<file path="config.mk">
export PLATFORM = sky130hd
export DESIGN_NAME = key_udp_rx
export DESIGN_NICKNAME = d
export VERILOG_FILES = /design/src/rtl/key_udp_rx_pkg.sv /design/src/rtl/key_udp_rx_crc32_d8.sv /design/src/rtl/key_udp_rx.sv
export SDC_FILE = /design/constraint.sdc
export NUM_CORES = 1
export LEC_CHECK = 0
export CAP_MARGIN = 25
export CELL_PAD_IN_SITES_DETAIL_PLACEMENT = 1
export CELL_PAD_IN_SITES_GLOBAL_PLACEMENT = 1
export CORE_UTILIZATION = 45
export CTS_BUF_LIST = sky130_fd_sc_hd__clkbuf_8
export DETAILED_ROUTE_END_ITERATION = 10
export PLACE_DENSITY_LB_ADDON = 0.1
export SYNTH_ARGS = -nofsm -noshare
export SYNTH_HDL_FRONTEND = slang
export SYNTH_HIERARCHICAL = 1
export SYNTH_SLANG_ARGS = --single-unit
</file>
<file path="constraint.sdc">
create_clock -name clk -period 5.4 [get_ports clk]
set_input_delay 0.81 -clock clk [delete_from_list [all_inputs] [get_ports clk]]
set_output_delay 0.81 -clock clk [all_outputs]
set_load 0.1 [all_outputs]
</file>
<file path="src/rtl/key_udp_rx_pkg.sv">
// Shared constants, header offsets and FSM state type for the UDP key-frame receiver.
// Offsets are byte indices counted from the first byte after the SFD.
package key_udp_rx_pkg;

    localparam logic [7:0]  PREAMBLE_BYTE = 8'h55;
    localparam logic [7:0]  SFD_BYTE      = 8'hD5;
    localparam logic [7:0]  BCAST_BYTE    = 8'hFF;
    localparam logic [15:0] ETH_TYPE_IPV4 = 16'h0800;
    localparam logic [7:0]  IP_VER_IHL    = 8'h45;
    localparam logic [7:0]  IP_PROTO_UDP  = 8'h11;
    localparam logic [7:0]  KEY_MAGIC     = 8'hA5;

    localparam logic [31:0] CRC_INIT      = 32'hFFFF_FFFF;
    localparam logic [31:0] CRC_POLY      = 32'hEDB8_8320;
    localparam logic [31:0] CRC_RESIDUE   = 32'hDEBB_20E3;

    localparam logic [3:0]  MAX_PREAMBLE  = 4'd7;

    localparam int          IDX_W         = 11;
    localparam logic [IDX_W-1:0] OFF_DST_MAC  = 11'd0;
    localparam logic [IDX_W-1:0] OFF_SRC_MAC  = 11'd6;
    localparam logic [IDX_W-1:0] OFF_ETH_TYPE = 11'd12;
    localparam logic [IDX_W-1:0] OFF_IP_VER   = 11'd14;
    localparam logic [IDX_W-1:0] OFF_IP_PROTO = 11'd23;
    localparam logic [IDX_W-1:0] OFF_DST_IP   = 11'd30;
    localparam logic [IDX_W-1:0] OFF_DST_PORT = 11'd36;
    localparam logic [IDX_W-1:0] OFF_MAGIC    = 11'd42;
    localparam logic [IDX_W-1:0] OFF_KEY_LO   = 11'd43;
    localparam logic [IDX_W-1:0] OFF_KEY_HI   = 11'd44;
    localparam logic [IDX_W-1:0] MIN_IDX      = 11'd49;
    localparam logic [IDX_W-1:0] MAX_IDX      = 11'd1517;

    typedef enum logic [2:0] {
        IDLE,
        PREAMBLE,
        HEADER,
        PAYLOAD,
        DROP
    } state_t;

    // Network byte order: byte k of an nbytes-wide field, most significant first.
    function automatic logic [7:0] field_byte(input logic [47:0] field, input int nbytes, input int k);
        return 8'(field >> (8 * (nbytes - 1 - k)));
    endfunction

endpackage

</file>
<file path="src/rtl/key_udp_rx_crc32_d8.sv">
// Byte-wide reflected CRC-32 (Ethernet FCS). Clear has priority over enable.
// Running the FCS through the register leaves the fixed residue on a good frame.
module crc32_d8
    import key_udp_rx_pkg::*;
(
    input  logic        clk,
    input  logic        reset,
    input  logic        clr,
    input  logic        en,
    input  logic [7:0]  data,
    output logic [31:0] crc
);

    logic [31:0] crc_q;
    logic [31:0] crc_d;

    always_comb begin
        crc_d = crc_q;
        for (int i = 0; i < 8; i++) begin
            if (crc_d[0] ^ data[i]) begin
                crc_d = {1'b0, crc_d[31:1]} ^ CRC_POLY;
            end else begin
                crc_d = {1'b0, crc_d[31:1]};
            end
        end
    end

    always_ff @(posedge clk) begin
        if (reset || clr) begin
            crc_q <= CRC_INIT;
        end else if (en) begin
            crc_q <= crc_d;
        end
    end

    assign crc = crc_q;

endmodule

</file>
<file path="src/rtl/key_udp_rx.sv">
// GMII receiver that accepts one UDP key frame type and publishes a GBA KEYINPUT image.
//
// state    | meaning
// ---------+---------------------------------------------------------------
// IDLE     | between frames; waits for the first preamble byte
// PREAMBLE | counting 0x55 bytes, waiting for the SFD
// HEADER   | idx 0..41: Ethernet/IPv4/UDP header filter
// PAYLOAD  | idx 42+: magic byte, key word, remaining payload and FCS
// DROP     | frame rejected; waits for rx_dv low, then counts one drop
module key_udp_rx
    import key_udp_rx_pkg::*;
#(
    parameter logic [47:0] LOCAL_MAC  = 48'h00_0A_35_01_FE_C0,
    parameter logic [31:0] LOCAL_IP   = 32'hC0_A8_01_0A,
    parameter logic [15:0] LOCAL_PORT = 16'd8080
) (
    input  logic        clk,
    input  logic        reset,
    input  logic [7:0]  rx_data,
    input  logic        rx_dv,
    input  logic        rx_er,
    output logic [9:0]  key_state,
    output logic        key_valid,
    output logic [15:0] good_cnt,
    output logic [15:0] drop_cnt
);

    state_t state_q, state_d;

    logic [IDX_W-1:0] idx_q;
    logic [3:0]       pre_cnt_q;
    logic             mac_local_q;
    logic             mac_bcast_q;
    logic [15:0]      cand_q;
    logic [9:0]       key_state_q;
    logic             key_valid_q;
    logic [15:0]      good_cnt_q;
    logic [15:0]      drop_cnt_q;

    logic [31:0] crc_val;
    logic        in_body;
    logic        hdr_ok;
    logic        mac_local_hit;
    logic        mac_bcast_hit;
    logic        frame_ok;
    logic        idx_inc;
    logic        pre_inc;
    logic        accept;
    logic        drop_inc;

    assign in_body  = (state_q == HEADER) || (state_q == PAYLOAD);
    assign frame_ok = (idx_q >= MIN_IDX) && (crc_val == CRC_RESIDUE);

    crc32_d8 u_crc (
        .clk   (clk),
        .reset (reset),
        .clr   (!in_body),
        .en    (in_body && rx_dv),
        .data  (rx_data),
        .crc   (crc_val)
    );

    // Destination MAC may match either the local address or broadcast; both
    // candidates are tracked byte by byte so a mix of the two is rejected.
    always_comb begin
        mac_local_hit = 1'b0;
        mac_bcast_hit = 1'b0;
        hdr_ok        = 1'b1;
        if (idx_q < OFF_SRC_MAC) begin
            mac_local_hit = mac_local_q &&
                            (rx_data == field_byte(LOCAL_MAC, 6, int'(idx_q - OFF_DST_MAC)));
            mac_bcast_hit = mac_bcast_q && (rx_data == BCAST_BYTE);
            hdr_ok        = mac_local_hit || mac_bcast_hit;
        end else if (idx_q >= OFF_ETH_TYPE && idx_q < OFF_ETH_TYPE + 11'd2) begin
            hdr_ok = rx_data == field_byte({32'h0, ETH_TYPE_IPV4}, 2, int'(idx_q - OFF_ETH_TYPE));
        end else if (idx_q == OFF_IP_VER) begin
            hdr_ok = rx_data == IP_VER_IHL;
        end else if (idx_q == OFF_IP_PROTO) begin
            hdr_ok = rx_data == IP_PROTO_UDP;
        end else if (idx_q >= OFF_DST_IP && idx_q < OFF_DST_IP + 11'd4) begin
            hdr_ok = rx_data == field_byte({16'h0, LOCAL_IP}, 4, int'(idx_q - OFF_DST_IP));
        end else if (idx_q >= OFF_DST_PORT && idx_q < OFF_DST_PORT + 11'd2) begin
            hdr_ok = rx_data == field_byte({32'h0, LOCAL_PORT}, 2, int'(idx_q - OFF_DST_PORT));
        end
    end

    always_ff @(posedge clk) begin
        if (reset) begin
            state_q <= IDLE;
        end else begin
            state_q <= state_d;
        end
    end

    always_comb begin
        state_d  = state_q;
        idx_inc  = 1'b0;
        pre_inc  = 1'b0;
        accept   = 1'b0;
        drop_inc = 1'b0;
        case (state_q)
            IDLE: begin
                if (rx_dv) begin
                    state_d = (rx_data == PREAMBLE_BYTE) ? PREAMBLE : DROP;
                end
            end
            PREAMBLE: begin
                if (!rx_dv) begin
                    drop_inc = 1'b1;
                    state_d  = IDLE;
                end else if (rx_er) begin
                    state_d = DROP;
                end else if (rx_data == PREAMBLE_BYTE) begin
                    pre_inc = pre_cnt_q <= MAX_PREAMBLE;
                end else if (rx_data == SFD_BYTE && pre_cnt_q <= MAX_PREAMBLE) begin
                    state_d = HEADER;
                end else begin
                    state_d = DROP;
                end
            end
            HEADER, PAYLOAD: begin
                if (!rx_dv) begin
                    accept   = frame_ok;
                    drop_inc = !frame_ok;
                    state_d  = IDLE;
                end else if (rx_er || idx_q > MAX_IDX) begin
                    state_d = DROP;
                end else if (state_q == HEADER) begin
                    if (!hdr_ok) begin
                        state_d = DROP;
                    end else begin
                        idx_inc = 1'b1;
                        if (idx_q == OFF_MAGIC - 11'd1) begin
                            state_d = PAYLOAD;
                        end
                    end
                end else if (idx_q == OFF_MAGIC && rx_data != KEY_MAGIC) begin
                    state_d = DROP;
                end else begin
                    idx_inc = 1'b1;
                end
            end
            DROP: begin
                if (!rx_dv) begin
                    drop_inc = 1'b1;
                    state_d  = IDLE;
                end
            end
            default: state_d = IDLE;
        endcase
    end

    always_ff @(posedge clk) begin
        if (reset) begin
            idx_q       <= '0;
            pre_cnt_q   <= '0;
            mac_local_q <= 1'b1;
            mac_bcast_q <= 1'b1;
            cand_q      <= '0;
            key_state_q <= 10'h3FF;
            key_valid_q <= 1'b0;
            good_cnt_q  <= '0;
            drop_cnt_q  <= '0;
        end else begin
            key_valid_q <= accept;
            if (accept) begin
                key_state_q <= cand_q[9:0];
                good_cnt_q  <= good_cnt_q + 16'd1;
            end
            if (drop_inc) begin
                drop_cnt_q <= drop_cnt_q + 16'd1;
            end

            if (state_q == IDLE) begin
                pre_cnt_q <= 4'd1;
            end else if (pre_inc) begin
                pre_cnt_q <= pre_cnt_q + 4'd1;
            end

            if (!in_body) begin
                idx_q       <= '0;
                mac_local_q <= 1'b1;
                mac_bcast_q <= 1'b1;
            end else if (idx_inc) begin
                idx_q <= idx_q + 11'd1;
                if (idx_q < OFF_SRC_MAC) begin
                    mac_local_q <= mac_local_hit;
                    mac_bcast_q <= mac_bcast_hit;
                end
                if (idx_q == OFF_KEY_LO) begin
                    cand_q[7:0] <= rx_data;
                end
                if (idx_q == OFF_KEY_HI) begin
                    cand_q[15:8] <= rx_data;
                end
            end
        end
    end

    assign key_state = key_state_q;
    assign key_valid = key_valid_q;
    assign good_cnt  = good_cnt_q;
    assign drop_cnt  = drop_cnt_q;

endmodule

</file>
==> results of run 1 <==
==> routing by layer <==
metal  part of all wire  track usage  wire length, um  vias to the layer above
li1                   -            -                -                     2940
met1               0.47        0.338             9110                     3016
met2               0.49        0.437             9520                      126
met3              0.031       0.0399              600                       35
met4              0.017       0.0751              328                        0
met5                  0            0                0                        -
==> worst max-delay path, stage by stage (launching register included) <==
cell and delay (ns):
dfxtp_1 0.57, inv_1 0.24, ha_1 0.47, inv_1 0.12, ha_1 0.27, xnor3_1 0.35
a311oi_1 0.30, nand4_1 0.24, o41ai_1 0.40, o311ai_1 0.21, a41oi_2 0.34, o211ai_4 0.29
a21oi_4 0.42, mux2i_1 0.25
==> power groups by stage <==
stage               sequential, W  combinational (W)  clock [W]
floorplan                0.000799           0.000118          0
global placement         0.000795           0.000160          0
detailed placement       0.000795           0.000163          0
CTS                      0.000777           0.000165   0.000510
global route             0.000778           0.000177   0.000534
finish                   0.000777           0.000165   0.000489
==> per-stage QoR <==
| step | hold slack, ns | utilization | setup slack [ns] |
|---|---|---|---|
| after floorplan | 0.435 | - | 1.37 |
| after global placement | 0.451 | 0.504 | 1.22 |
| after detailed placement | 0.455 | 0.506 | 1.01 |
| after CTS | 0.478 | 0.519 | 0.952 |
| after global routing | 0.494 | 0.519 | 0.591 |
| final | 0.472 | 0.519 | 0.836 |
==> sequential cells by signal (all words and copies together), names as in the netlist <==
name / flops
mac_local_q: 1
idx_q: 11
u_crc/crc: 32
state_q: 3
mac_bcast_q: 1
pre_cnt_q: 4
cand_q: 10
key_state: 10
drop_cnt: 16
key_valid: 1
good_cnt: 16
==> final cells by class <==
cell class,count,area [um^2],area share
clock buffer,11,151,0.0200
clock inverter,5,45.0,0.00595
inverter,20,75.1,0.00991
multi-input combinational,655,4340,0.572
sequential,105,2100,0.277
tap,184,230,0.0304
timing repair buffer,64,636,0.0839
==> final timing paths <==
path,startpoint,endpoint,slack [ns]
max reg2reg,idx_q[1],cand_q[0],0.84
min reg2reg,key_state[2],key_state[2],0.47
max,idx_q[1],cand_q[0],0.84
min,key_state[2],key_state[2],0.47
==> logic make-up (layout without fill, tap and decap cells) <==
group / Yosys count / count (layout) / share of synthesized area
multiplexers: 22 / 22 / 0.0327
AO/OA/AOI/OAI: 141 / 141 / 0.147
AND/OR/NAND/NOR: 360 / 360 / 0.254
XOR/XNOR: 114 / 114 / 0.176
adder cells (fa/ha/maj): 18 / 18 / 0.0330
flip-flops: 105 / 105 / 0.312
buffers and inverters: 71 / 100 / 0.0447
==> placed cells by master (no fill, tap or decap), types with 4 or more instances in the layout <==
master           instances
or2_2                    4
a31oi_1                  6
a21o_1                   4
xnor2_1                 55
dfxtp_1                105
nand3_1                 37
nand2_1                124
mux2i_1                 22
o211ai_1                13
buf_4                    9
o21ai_0                 39
a21oi_1                 23
inv_1                   18
a21oi_2                  4
ha_1                    17
nor4_1                   8
and2_1                   4
or3_1                   13
nor3_1                  18
clkdlybuf4s50_1         54
nor2b_1                  6
nand2b_1                 4
a211o_1                  5
clkbuf_8                11
xnor2_2                 13
and3_1                  11
nand4_1                 21
xor2_1                  40
nor2_1                  87
==> results_dict.tcl, run 1 <==
set metrics [dict create \
    clockRootBuffer "clkbuf_8" \
    ir_drop_mv 0.134 \
    post-route-period-util 0.845 \
    vias 6117 \
    p_total_w 0.00143 \
    place_area_um2 7380 \
    num_rows 44 \
    netlist_instances 831 \
    p_int_w 0.00105 \
    seq_area_frac_synth 0.312 \
    htree_levels 3 \
    crit_path_end_kind "flip-flop" \
    worstPathMaxFanout 17 \
    syn2layout_area_growth_pct 12.4 \
    leakagePower_nw 2.77 \
    reg2reg_depth 13 \
    async_reset_ff_frac 0 \
    synth.most_common_cell "nand2_1" \
    synth_area_um2 6740 \
    tritoncts "yes" \
    cp.arrival_ns 4.87 \
    synth_cell_types 78 \
    drt_iter0_drc 401 \
    antenna_found_initial 0 \
    synth.area.top_cells "dfxtp_1 31%, xnor2_1 7.1%, nand2_1 6.9%" \
    clockBufferDepth 2 \
    p_sw_w 0.000384 \
    powerDensity_nw_per_um2 189 \
    cts_buffers 9 \
    p_sw_frac 0.268 \
    synth_top_area_share 0.312 \
    synth_top_flop_cell "dfxtp_1" \
    final.min_clock_period_ns 4.56 \
    final_antenna_net_count 0 \
    wl_um 19600 \
    yosys_warnings 6 \
    gp_congestion 0.879 \
    comb_power_share 0.115 \
    hpwl_um 14600 \
    grt_pass1_vias 6266 \
    critPathRequiredTime_ns 5.70 \
    yosys.area.top_type "dfxtp_1" \
    tightest_slew_ns 1.04 \
    syn_avg_cell_area_um2 8.11 \
    pwr-share-clk 0.342 \
    grt_pass1_wl_um 32700 \
    cts_hold_buf 0 \
    ys_ff_latch 105 \
    core_area_um2 14600 \
    first_pass_iters 5 \
    dp_cells 1028 \
    grt_usage 0.258 \
    post_cts_buffers 0 \
    diodes 0 \
    start_util 0.462 \
    cap_violations 0 \
    dieArea_um2 15500 \
    status "finished, final reports clean" \
    synth-edff-count 0 \
    crit_type "flip-flop to flip-flop" \
    wl_per_cell_um 18.7 \
    syn-num-nets 860 \
    grt_max_degree 44 \
    seq_power_share 0.543 \
    clk_latency_ns 0.38 \
    finalNonFillerCells 1044 \
    whs_path_depth 2 \
    finalInstanceArea_um2 7580 \
    slew_violations 0 \
    vias_per_cell 5.86 \
    ctsResizeCount 0 \
    die_h_um 124 \
    pin_count 55 \
    grt-ovfl-total 0 \
    die_x_um 124 \
    synth_top_cells_by_count "124 x nand2_1, 105 x dfxtp_1, 87 x nor2_1" \
    timing.slew.headroom 0.305 \
    grt_setup_unrepaired "no" \
    skew_ns 0.0144 \
    fin_nets 884 \
    setup-tns-final_ns 0 \
    min_path_type "flip-flop to flip-flop" \
    hold_viol 0 \
    numPortBuffers 54 \
    fill_cells 1751 \
    fmaxAchievable_mhz 219 \
    numClockSinks 105 \
    clk_pin_slew_ns 0.11 \
    finalSetupViolCount 0 \
    start_kind "flip-flop" \
    drc 0 \
    drive_gt1_frac 0.0698 \
]
Power figures use the tool's default switching activity.
==> run 2, diff against run 1 <==
CORE_UTILIZATION = 41   (was 45)
clock period = 3.9 ns   (was 5.4 ns; I/O delays follow)
==> results_dict.tcl, run 2 (synthesis results as in run 1) <==
set metrics [dict create \
    dieArea_um2 17000 \
    post-route-util 0.500 \
    vias_per_cell 5.55 \
    fin_nets 922 \
    fmaxAchievable_mhz 267 \
    cp_top_family "compound AO/OA/AOI/OAI gates" \
    syn2layout_area_growth_pct 18.4 \
    hpwl_um 15600 \
    ir_drop_mv 0.176 \
    path_common_cell "buf_4" \
    htree_levels 3 \
    drive_gt1_frac 0.125 \
    start_kind "flip-flop" \
    worstPathMaxFanout 7 \
    first_pass_iters 4 \
    cap_violations 0 \
    layout_common_cells "124 x nand2_1, 103 x dfxtp_1, 87 x nor2_1" \
    cp.arrival_ns 4.07 \
    critPathBufInv 3 \
    drc 0 \
    clk_pin_slew_ns 0.11 \
    crit_slowest_cell "o41a_1" \
    die_h_um 130 \
    clk_latency_ns 0.40 \
    clockRootBuffer "clkbuf_8" \
    timing.slew.headroom 0.304 \
    diodes 0 \
    grt-ovfl-total 0 \
    finalSetupViolCount 0 \
    hold_viol 0 \
    numPortBuffers 54 \
    gp_congestion 0.885 \
    critPathRequiredTime_ns 4.22 \
    final_antenna_net_count 0 \
    pin_count 55 \
    min_path_type "flip-flop to flip-flop" \
    vias 6181 \
    tritoncts "yes" \
    worstReg2RegEnd "idx_q[0]" \
    largest_reg_flops 32 \
    whs_path_depth 2 \
    setup_ws_ns 0.153 \
    regToRegStartpoint "idx_q[2]" \
    grt_setup_unrepaired "no" \
    grt_max_degree 44 \
    clockBufferDepth 2 \
    wl_um 20700 \
    crit_chain "ha_2, xor2_2, inv_1, ha_4, xnor3_1, a311oi_2, nand4_1, o41a_1, o311ai_2, a41oi_2, buf_4, o211ai_4, buf_4, nand3_1, a21oi_1" \
    layout_commonest_cell "nand2_1" \
    grt_pass1_wl_um 33600 \
    cpPeakStageDelay_ns 0.47 \
    leakagePower_nw 2.95 \
    tightest_slew_ns 1.04 \
    core_area_um2 15900 \
    grt_usage 0.256 \
    drt_iter0_drc 355 \
    start_util 0.423 \
    cts_buffers 9 \
    crit_type "flip-flop to flip-flop" \
    numClockSinks 105 \
    num_rows 46 \
    slew_violations 0 \
    r2r_slack_ns 0.15 \
    final.min_clock_period_ns 3.75 \
    post-route-period-util 0.961 \
    p_total_w 0.00198 \
    wl_per_cell_um 18.6 \
    min_to "cand_q[8]" \
    post-place-ws_ns -0.136 \
    antenna_found_initial 1 \
    die_x_um 130 \
    worstHoldStart "cand_q[8]" \
    powerDensity_nw_per_um2 249 \
    grt_pass1_vias 6380 \
    reg2reg_depth 15 \
    status "finished, final reports clean" \
    cts_hold_buf 0 \
    skew_ns 0.0134 \
    crit_path_end_kind "flip-flop" \
]
-- run 2: changes by cell type in the layout (fill, tap and decap cells not counted), moves of 2 or more --
cell     delta
buf_4      +38
a21oi_1     -3
a21oi_2     +3
ha_1        -3
dfxtp_1     -2
dfxtp_4     +2
ha_4        +2
-- run 2: through the flow --
step / hold slack [ns] / std cells / area (um^2) / setup TNS, ns
floorplan: 0.435 / 831 / 6750 / 0
global placement: 0.446 / 1090 / 7640 / 0
detailed placement: 0.456 / 1090 / 7640 / -0.882
CTS: 0.473 / 1111 / 7890 / 0
global route: 0.490 / 1114 / 7980 / 0
finish: 0.467 / 1114 / 7980 / 0
-- run 2: worst max path at each step --
stage / from / end / slack, ns / depth (start not counted)
3_5_place_dp: idx_q[2] / cand_q[4] / -0.14 / 13
6_report: idx_q[2] / idx_q[0] / 0.15 / 15
5_1_grt: idx_q[3] / cand_q[5] / 0.03 / 13
2_1_floorplan: idx_q[1] / state_q[1] / 0.09 / 16
4_1_cts: idx_q[1] / mac_bcast_q / 0.01 / 13
3_3_place_gp: idx_q[2] / cand_q[7] / 0.17 / 13
-- run 2: cell type report --
class	count	area, um^2
Clock buffer	10	138
Clock inverter	6	48.8
Fill cell	1936	7970
Inverter	20	75.1
Multi-Input combinational cell	656	4440
Sequential cell	105	2110
Tap cell	216	270
Timing Repair Buffer	101	893
-- run 2: worst register-to-register path, stage by stage, from the launching register on --
cell      delay [ns]
dfxtp_4         0.39
ha_2            0.21
xor2_2          0.16
inv_1           0.10
ha_4            0.18
xnor3_1         0.35
a311oi_2        0.28
nand4_1         0.19
o41a_1          0.47
o311ai_2        0.32
a41oi_2         0.24
buf_4           0.21
o211ai_4        0.14
buf_4           0.19
nand3_1         0.08
a21oi_1         0.15
-- run 2: metal layers --
metal	track usage	vias to the layer above	share of wire
li1	-	3017	-
met1	0.326	3027	0.45
met2	0.439	106	0.49
met3	0.0467	29	0.038
met4	0.0773	2	0.020
met5	0	-	0.00063
-- run 2: power breakdown --
group	switching, W	total (W)	internal [W]
Clock	0.000416	0.000673	0.000256
Sequential	0.00000255	0.00107	0.00107
Combinational	0.000130	0.000235	0.000105
-- run 2: what timing repair did --
item / in CTS / in global routing
pin swaps: 4 / 5
cloned: 1 / 0
setup endpoints to repair: 14 / 26
gates resized for setup: 4 / 14
buffers inserted: 4 / 2
